**src/rtl/bus_generator_arbiter_pkg.sv**
```systemverilog
// Shared definitions for the bus generator arbiter: ID width, FSM states and
// the destination-field extractor.
package bus_arb_pkg;

    localparam int ID_W      = 8;
    localparam int PKT_MAX_W = 256;

    typedef enum logic [1:0] {
        IDLE = 2'd0,
        POP  = 2'd1,
        PUSH = 2'd2
    } state_t;

    // Destination ID sits in the top ID_W bits of a pckg_sz-bit packet.
    function automatic logic [ID_W-1:0] get_dest(input logic [PKT_MAX_W-1:0] pkt,
                                                 input int unsigned pckg_sz);
        logic [PKT_MAX_W-1:0] sh;
        sh = pkt >> (pckg_sz - ID_W);
        return sh[ID_W-1:0];
    endfunction

endpackage

```
**src/rtl/bus_generator_arbiter_if.sv**
```systemverilog
// Bundle of the per-port FIFO handshake signals between the arbiter and the
// driver/monitor FIFOs.
interface bus_generator_arbiter_if #(
    parameter int DRVRS   = 8,
    parameter int PCKG_SZ = 16
);
    logic [DRVRS-1:0]         pndng;
    logic [DRVRS*PCKG_SZ-1:0] D_pop;
    logic [DRVRS-1:0]         pop;
    logic [DRVRS-1:0]         push;
    logic [DRVRS*PCKG_SZ-1:0] D_push;

    modport master (
        input  pndng,
        input  D_pop,
        output pop,
        output push,
        output D_push
    );

    modport slave (
        output pndng,
        output D_pop,
        input  pop,
        input  push,
        input  D_push
    );
endinterface

```
**src/rtl/bus_generator_arbiter_rr_arbiter.sv**
```systemverilog
// Combinational round-robin search: grants the requester closest after i_ptr,
// wrapping modulo N.
module rr_arbiter #(
    parameter  int N     = 8,
    localparam int IDX_W = (N > 1) ? $clog2(N) : 1
) (
    input  logic [N-1:0]     i_req,
    input  logic [IDX_W-1:0] i_ptr,
    output logic             o_gnt_valid,
    output logic [IDX_W-1:0] o_gnt_idx
);

    int w_best_dist;
    int w_dist;

    // Distance 0 is the port right after i_ptr; the owner of i_ptr is N-1.
    always_comb begin
        o_gnt_valid = |i_req;
        o_gnt_idx   = '0;
        w_best_dist = N;
        w_dist      = 0;
        for (int j = 0; j < N; j++) begin
            if (i_req[j]) begin
                w_dist = (j + N - 1 - int'(i_ptr)) % N;
                if (w_dist < w_best_dist) begin
                    w_best_dist = w_dist;
                    o_gnt_idx   = IDX_W'(j);
                end
            end
        end
    end

endmodule

```
**src/rtl/bus_generator_arbiter.sv**
```systemverilog
// Shared-bus model: round-robin grant, pop one packet, push it to its destination
// or broadcast it. Optional macro BCAST_SELF_EN lets broadcast/self-unicast reach the source.
module bus_generator_arbiter
    import bus_arb_pkg::*;
#(
    parameter int              DRVRS     = 8,
    parameter int              PCKG_SZ   = 16,
    parameter logic [ID_W-1:0] BROADCAST = 8'hFF
) (
    input  logic                    clk,
    input  logic                    reset,
    bus_generator_arbiter_if.master bus
);

    localparam int IDX_W = (DRVRS > 1) ? $clog2(DRVRS) : 1;

    state_t             r_state;
    state_t             w_state_nx;
    logic [IDX_W-1:0]   r_src;
    logic [IDX_W-1:0]   w_src_nx;
    logic [IDX_W-1:0]   r_ptr;
    logic [IDX_W-1:0]   w_ptr_nx;
    logic [PCKG_SZ-1:0] r_data;
    logic [PCKG_SZ-1:0] w_data_nx;
    logic [DRVRS-1:0]   r_pop;
    logic [DRVRS-1:0]   w_pop_nx;
    logic [DRVRS-1:0]   r_push;
    logic [DRVRS-1:0]   w_push_nx;

    logic               w_gnt_valid;
    logic [IDX_W-1:0]   w_gnt_idx;
    logic [PCKG_SZ-1:0] w_words [DRVRS];
    logic [PCKG_SZ-1:0] w_pop_word;
    logic [ID_W-1:0]    w_dest;
    logic [DRVRS-1:0]   w_push_mask;

    for (genvar g = 0; g < DRVRS; g++) begin : g_words
        assign w_words[g] = bus.D_pop[g*PCKG_SZ +: PCKG_SZ];
    end

    assign w_pop_word = w_words[r_src];
    assign w_dest     = get_dest(PKT_MAX_W'(w_pop_word), PCKG_SZ);

    rr_arbiter #(.N(DRVRS)) u_rr_arbiter (
        .i_req       (bus.pndng),
        .i_ptr       (r_ptr),
        .o_gnt_valid (w_gnt_valid),
        .o_gnt_idx   (w_gnt_idx)
    );

    // Decoded from the word being popped so push can be registered for the PUSH cycle.
    always_comb begin
        w_push_mask = '0;
        for (int i = 0; i < DRVRS; i++) begin
`ifdef BCAST_SELF_EN
            if (w_dest == BROADCAST || 32'(w_dest) == i) begin
                w_push_mask[i] = 1'b1;
            end
`else
            if (32'(r_src) != i) begin
                if (w_dest == BROADCAST || 32'(w_dest) == i) begin
                    w_push_mask[i] = 1'b1;
                end
            end
`endif
        end
    end

    always_comb begin
        w_state_nx = r_state;
        w_src_nx   = r_src;
        w_ptr_nx   = r_ptr;
        w_data_nx  = r_data;
        w_pop_nx   = '0;
        w_push_nx  = '0;
        case (r_state)
            IDLE: begin
                if (w_gnt_valid) begin
                    w_src_nx             = w_gnt_idx;
                    w_pop_nx[w_gnt_idx]  = 1'b1;
                    w_state_nx           = POP;
                end
            end
            POP: begin
                w_data_nx  = w_pop_word;
                w_push_nx  = w_push_mask;
                w_ptr_nx   = r_src;
                w_state_nx = PUSH;
            end
            PUSH: begin
                w_state_nx = IDLE;
            end
            default: begin
                w_state_nx = IDLE;
            end
        endcase
    end

    always_ff @(posedge clk) begin
        if (reset) begin
            r_state <= IDLE;
            r_src   <= '0;
            r_ptr   <= IDX_W'(DRVRS - 1);
            r_data  <= '0;
            r_pop   <= '0;
            r_push  <= '0;
        end else begin
            r_state <= w_state_nx;
            r_src   <= w_src_nx;
            r_ptr   <= w_ptr_nx;
            r_data  <= w_data_nx;
            r_pop   <= w_pop_nx;
            r_push  <= w_push_nx;
        end
    end

    assign bus.pop    = r_pop;
    assign bus.push   = r_push;
    assign bus.D_push = {DRVRS{r_data}};

endmodule

```
**src/flat_wrapper.sv**
```systemverilog
// flat-port wrapper written by rule: the top's interface ports become plain ports
module bus_generator_arbiter_flat import bus_arb_pkg::*;
#(
    parameter int              DRVRS     = 8,
    parameter int              PCKG_SZ   = 16,
    parameter logic [ID_W-1:0] BROADCAST = 8'hFF
)
  (clk, reset, bus_pndng, bus_D_pop, bus_pop, bus_push, bus_D_push);
  bus_generator_arbiter_if #(.DRVRS(DRVRS), .PCKG_SZ(PCKG_SZ)) bus_i ();
  input  logic clk;
  input  logic reset;
  input wire logic [$bits(bus_i.pndng)-1:0] bus_pndng;
  input wire logic [$bits(bus_i.D_pop)-1:0] bus_D_pop;
  output wire logic [$bits(bus_i.pop)-1:0] bus_pop;
  output wire logic [$bits(bus_i.push)-1:0] bus_push;
  output wire logic [$bits(bus_i.D_push)-1:0] bus_D_push;
  assign bus_i.pndng = bus_pndng;
  assign bus_i.D_pop = bus_D_pop;
  assign bus_pop = bus_i.pop;
  assign bus_push = bus_i.push;
  assign bus_D_push = bus_i.D_push;
  bus_generator_arbiter #(.DRVRS(DRVRS), .PCKG_SZ(PCKG_SZ), .BROADCAST(BROADCAST)) u_core (.clk(clk), .reset(reset), .bus(bus_i));
endmodule
```
**config.mk**
```make
export PLATFORM = sky130hd
export DESIGN_NAME = bus_generator_arbiter_flat
export DESIGN_NICKNAME = d
export VERILOG_FILES = /design/src/rtl/bus_generator_arbiter_pkg.sv /design/src/rtl/bus_generator_arbiter_if.sv /design/src/rtl/bus_generator_arbiter_rr_arbiter.sv /design/src/rtl/bus_generator_arbiter.sv /design/src/flat_wrapper.sv
export SDC_FILE = /design/constraint.sdc
export NUM_CORES = 1
export LEC_CHECK = 0
export ABC_AREA = 1
export CAP_MARGIN = 10
export CORE_ASPECT_RATIO = 0.5
export CORE_MARGIN = 4
export CORE_UTILIZATION = 32
export CTS_BUF_LIST = sky130_fd_sc_hd__clkbuf_8
export DETAILED_ROUTE_END_ITERATION = 6
export PLACE_DENSITY = 0.79
export SLEW_MARGIN = 20
export SYNTH_ARGS = -nofsm -noshare
export SYNTH_HDL_FRONTEND = slang
export SYNTH_SLANG_ARGS = --single-unit
```
**constraint.sdc**
```tcl
create_clock -name clk -period 4.4 [get_ports clk]
set_input_delay 0.88 -clock clk [delete_from_list [all_inputs] [get_ports clk]]
set_output_delay 0.88 -clock clk [all_outputs]
set_load 0.01 [all_outputs]
```
==> results of run 1 <==
## report_power, final
group / switching, mW / internal [mW] / leakage (nW)
registers: 0.0823 / 0.410 / 0.326
logic: 0.850 / 0.804 / 2.38
clock network: 0.127 / 0.166 / 0.0593
## stage by stage
stage	setup WS [ps]	hold WS, ps	utilization (%)
2_1_floorplan	-81.3	497	-
3_3_place_gp	-845	533	53.4
3_5_place_dp	-1060	540	53.4
4_1_cts	-286	547	55.5
5_1_grt	-834	586	56.3
6_report	-374	550	56.3
## placed cells by master, fill, tap and decap left out, types with 5 or more instances in the layout
cell type	synthesis	layout
nand2_1	94	80
nand3_1	24	12
dfxtp_1	40	38
clkbuf_8	0	5
ha_1	6	5
clkdlybuf4s50_1	0	278
buf_4	112	47
inv_1	49	48
nand4_1	5	5
o21ai_0	28	25
a21oi_1	18	15
a221oi_1	13	13
nand3_2	3	14
a21boi_0	8	8
nand2_2	12	23
nand2_4	5	8
a22oi_1	58	58
nor2_1	35	27
nor2_2	0	5
inv_2	5	6
a221o_1	8	8
## sequential cells by signal (all words and copies together), names as in the netlist
register / count
u_core.bus.pop: 8
u_core.r_state: 2
u_core.r_data: 16
u_core.r_src: 3
u_core.bus.push: 8
u_core.r_ptr: 3
## cell type report
cell class,instances,area (sq um),area share [%]
repair buffers,328,3170,47.6
multi-input cells,336,2150,32.3
flip-flops and latches,40,803,12.1
inverters,56,218,3.27
well taps,165,206,3.11
clock buffers,5,68.8,1.04
clock inverters,3,38.8,0.583
## timing repair
action	CTS	global route
buffers inserted	6	2
pin swaps	23	6
resized for setup	37	19
setup endpoints to repair	11	11
## metal layers
metal	wire, microns	vias up	track usage [%]
met3	1060	23	2.40
met5	0	-	0
met4	219	0	4.19
met2	7870	165	35.5
met1	6190	2118	26.1
li1	-	2215	-
## worst paths after layout
kind                                      start           endpoint  depth (start not counted)
worst min-delay path            u_core.r_src[0]    u_core.r_src[0]                          2
worst max register to register  u_core.r_ptr[0]  u_core.bus.pop[5]                         51
worst min register to register  u_core.r_src[0]    u_core.r_src[0]                          2
worst max-delay path               bus_pndng[1]  u_core.bus.pop[5]                         46
## cells by family (layout without fill, tap and decap cells)
group	count (synthesis)	in the layout
flops	40	40
simple gates	185	185
compound gates	142	142
fa+ha+maj	6	6
xor+xnor	3	3
buf+inv	188	392
## critical path: cells and delay by family
| family | cells | cell delay, ps |
|---|---|---|
| adders and majority gates | 2 | 590 |
| and+or+nand+nor | 35 | 2720 |
| AOI/OAI and AO/OA | 4 | 400 |
| buffers and inverters | 5 | 430 |
==> impl_metrics.csv, run 1 <==
group,metric,value,unit
power_and_ir_drop,vdd_drop_max,0.150,mV
synthesis,synth-seq-cells,40,
finish,fin_nets,911,
finish,fill_cells,1094,
detailed_routing,post-route-drc-count,0,
synthesis,synthMuxAreaShare,0,%
hold_path,hold_class,"reg2reg",
synthesis,synth_compound_area_share,25.3,%
sta,min_period,4770,ps
placed_design,place_inst,917,
finish,antennaDiodeCount,0,
floorplanning,ios,282,
setup_path,cp-end-kind,"flop",
global_route,gr-total-overflow,0,
sta,hold_viol,0,
synthesis,synth_area_per_cell,6.86,sq um
sta,slew_violations,0,
synthesis,ys_types,38,
finish,stdcell_count,933,
synthesis,postSynthCellCount,564,
detailed_routing,via_per_inst,4.85,
clocking,postCtsHoldBufs,0,
clocking,cts_tree,"built",
synthesis,synth_area_leaders,"buf_4 (22%), dfxtp_1 (21%), a22oi_1 (11%)",
sta,fin_worst_skew,2.61,ps
power_and_ir_drop,p_per_area,367,nW/um^2
sta,rsz0062_at_grt,"true",
sta,relSlewSlack,52.6,%
setup_path,critPathKind,"in2reg",
setup_path,rrSetupSlack,-360,ps
sta,worst_slew_pin_slew,709,ps
sta,setup_slack,-374,ps
detailed_routing,routed_wl,15.3,mm
global_route,grt_pass1_vias,4191,
floorplanning,num_rows,28,
run,cap_violations,0,
detailed_routing,post_drt_wl_per_cell,16.4,microns
detailed_routing,dr.pass1.iters,4,
global_route,grt_max_degree,34,
detailed_routing,vias,4521,
synthesis,synth_common_cells,"buf_4 (112), nand2_1 (94), a22oi_1 (58), inv_1 (49), dfxtp_1 (40)",
clocking,cts_root_buffer,"clkbuf_8",
clocking,cts_made_buffers,5,
sta,timing.fmax,209,MHz
placed_design,place_hpwl,12.4,mm
synthesis,synthAdderAreaFrac,1.94,%
global_route,grt_pass1_wl,22.5,mm
finish,final_area,6650,sq um
global_route,antenna_found_initial,0,
setup_path,crit_slowest_cell,"ha_1",
sta,setup_viol,11,
synthesis,syn_area,3870,sq um
synthesis,yosys_warnings,0,
floorplanning,die_x,164,microns
detailed_routing,drtAntennaViolNets,0,
clocking,insertion_delay,290,ps
placed_design,placed_area,6300,sq um
synthesis,yosys.area_share.simple,22.0,%
finish,area_delta_synth_final,71.7,%
synthesis,yosysMostFrequentCell,"buf_4",
sta,period_share,109,%
setup_path,crit_path_max_fanout,7,
floorplanning,start_util,32.8,%
status,outcome,"finished, violations left",
synthesis,synth_ff_type,"dfxtp_1",
placed_design,port_buffers,281,
setup_path,crit_path_start_kind,"input port",
synthesis,seq_area_frac_synth,20.7,%
setup_path,arrival,5000,ps
global_route,grt_usage,19.9,%
synthesis,synthArstFlopShare,0,%
floorplanning,chipHeight,85.8,microns
clocking,cts_sinks,40,
floorplanning,dieArea,14000,sq um
placed_design,gp_congestion,0.882,
clocking,clkSlewWorstSetupHoldPaths,80,ps
finish,drive_gt1_share,16.9,%
synthesis,synth_area_leader_cell,"buf_4",
sta,finalSetupTns,-3760,ps
detailed_routing,drt_iter0_markers,245,
setup_path,cpPeakStageDelay,310,ps
floorplanning,fp.coreArea,11800,sq um
clocking,clockBufferDepth,2,
synthesis,synth_top_family_by_area,"buffers and inverters",
status,failed_checks,"negative setup slack",
clocking,h-tree-depth,2,
power_and_ir_drop,leakage,2.76,nW
setup_path,cp.required,4630,ps
synthesis,synth_edf_count,0,
synthesis,synth_top_area_share,21.7,%
synthesis,synth_xor_area_share,0.679,%
synthesis,syn-num-nets,708,
power_and_ir_drop,total_power,2.44,mW
Power figures use the tool's default switching activity.
==> inputs of run 2 (changes only) <==
Settings changed: GPL_ROUTABILITY_DRIVEN set to 0.
==> results of run 2 <==
The final DEF is identical to that of run 1; final timing and power are the same.
==> inputs of run 3 (changes only) <==
Settings changed: GPL_TIMING_DRIVEN set to 0, SLEW_MARGIN 20 to 0.
==> run 3 against run 2 <==
Effect of this change:
- the run still ends with negative setup slack left
- first-iteration DRC count increased by 33%
- cell count increased by 11%
- wire length increased by 12%
- highest routed layer unchanged
- fmax decreased by 3.9%
- via count increased by 9.9%
==> impl_metrics.csv, run 3 (same netlist as run 1, synthesis figures left out) <==
group,metric,value,unit
status,outcome,"finished, violations left",
status,failed_checks,"negative setup slack",
setup_path,crit_slowest_cell,"dfxtp_2",
clocking,clkSlewWorstSetupHoldPaths,80,ps
detailed_routing,routed_wl,17.1,mm
global_route,gr-total-overflow,0,
global_route,grt_usage,22.2,%
setup_path,crit_start,"u_core.r_ptr[0]",
detailed_routing,drt_iter0_markers,325,
floorplanning,ios,282,
clocking,cts_sinks,40,
sta,timing.fmax,201,MHz
global_route,antenna_found_initial,0,
finish,final_common_cell,"clkdlybuf4s50_1",
finish,drive_gt1_share,25.6,%
setup_path,critPathKind,"reg2reg",
setup_path,r2r_start,"u_core.r_ptr[0]",
hold_path,hold_class,"reg2reg",
clocking,cts_root_buffer,"clkbuf_8",
floorplanning,chipHeight,85.8,microns
detailed_routing,post_drt_wl_per_cell,16.5,microns
setup_path,cpPeakStageDelay,340,ps
sta,slew_violations,0,
floorplanning,die_x,164,microns
clocking,cts_tree,"built",
setup_path,crit_path_start_kind,"flop",
clocking,cts_made_buffers,5,
setup_path,crit_top_cell,"nand2_2",
setup_path,crit_path_max_fanout,7,
floorplanning,fp.coreArea,11800,sq um
power_and_ir_drop,vdd_drop_max,0.166,mV
detailed_routing,dr.pass1.iters,5,
placed_design,pre_cts_slack,-1310,ps
detailed_routing,post-route-drc-count,0,
sta,worst_slew_pin_slew,666,ps
finish,final_cell_mix,"clkdlybuf4s50_1 (278), buf_4 (133), nand2_1 (75), a22oi_1 (58), inv_1 (48)",
floorplanning,num_rows,28,
sta,setup_slack,-570,ps
sta,fin_worst_skew,5.44,ps
setup_path,cp.required,4630,ps
detailed_routing,vias,4967,
detailed_routing,drtAntennaViolNets,0,
sta,min_period,4970,ps
global_route,grt_max_degree,13,
finish,largest_reg_flops,16,
power_and_ir_drop,leakage,3.28,nW
finish,area_delta_synth_final,92.0,%
clocking,clockBufferDepth,2,
detailed_routing,via_per_inst,4.78,
finish,largest-register,"u_core.r_data",
setup_path,arrival,5200,ps
finish,postLayoutCoreUtil,63.0,%
floorplanning,dieArea,14000,sq um
clocking,insertion_delay,290,ps
run,cap_violations,0,
sta,relSlewSlack,55.5,%
finish,antennaDiodeCount,0,
global_route,grt_pass1_wl,25.0,mm
sta,hold_slack,568,ps
finish,fin_nets,1018,
sta,setup_viol,11,
hold_path,holdCritStartpoint,"u_core.r_src[0]",
setup_path,cp-end-kind,"flop",
placed_design,port_buffers,281,
clocking,h-tree-depth,2,
sta,period_share,113,%
global_route,grt_pass1_vias,4703,
floorplanning,start_util,32.8,%
placed_design,place_hpwl,13.8,mm
sta,hold_viol,0,
power_and_ir_drop,p_per_area,368,nW/um^2
sta,rsz0062_at_grt,"true",
## run 3: layout make-up
type                            instances  area (sq um)
Clock buffer                            7          96.3
Sequential cell                        40           806
Tap cell                              165           206
Timing Repair Buffer                  303          2970
Inverter                               56           230
Fill cell                            1022          4370
Buffer                                132           925
Clock inverter                          1          30.0
Multi-Input combinational cell        336          2170
## run 3: layer usage
layer  track usage, %  wire length, microns  vias up
met2             40.9                  8890      182
met3             2.59                   971       31
li1                 -                     -     2427
met4             5.48                   393        0
met5                0                     0        -
met1             27.9                  6870     2327
## run 3: worst paths after layout
| kind | slack, ps | to | cells after the start |
|---|---|---|---|
| worst min-delay path | 570 | u_core.r_src[0] | 2 |
| worst max-delay path | -570 | u_core.bus.pop[3] | 53 |
| worst min register to register | 570 | u_core.r_src[0] | 2 |
| worst max register to register | -570 | u_core.bus.pop[3] | 53 |
## run 3: stage by stage
| step | area (sq um) | setup TNS, ps | power (mW) | cells |
|---|---|---|---|---|
| global route | 7430 | -10620 | 2.92 | 1040 |
| global placement | 6930 | -12360 | 2.18 | 1010 |
| CTS | 7300 | -4050 | 2.63 | 1035 |
| floorplan | 3910 | -649 | 1.48 | 564 |
| finish | 7430 | -6060 | 2.74 | 1040 |
| detailed placement | 6930 | -13190 | 2.21 | 1010 |
## run 3: critical path, delay by kind of cell, from the launching register on
kind                     cells  cell delay [ps]
flip-flops                   1              340
buffers and inverters        5              290
AO/OA/AOI/OAI                2              210
AND/OR/NAND/NOR             43             3270
adder cells (fa/ha/maj)      3              790
## run 3: what timing repair did
action                                 CTS  global route
setup buffers                           17             5
gates resized for setup                 38            28
setup endpoints to repair               11            11
endpoints found under the hold margin    0             0
pin swaps                               23            31
hold buffers                             0             0
## run 3: report_power, final
part / internal, mW / total, mW / switching (mW) / leakage (nW)
clock: 0.200 / 0.325 / 0.125 / 0.0645
combinational: 0.984 / 1.93 / 0.950 / 2.89
sequential: 0.410 / 0.480 / 0.0698 / 0.327
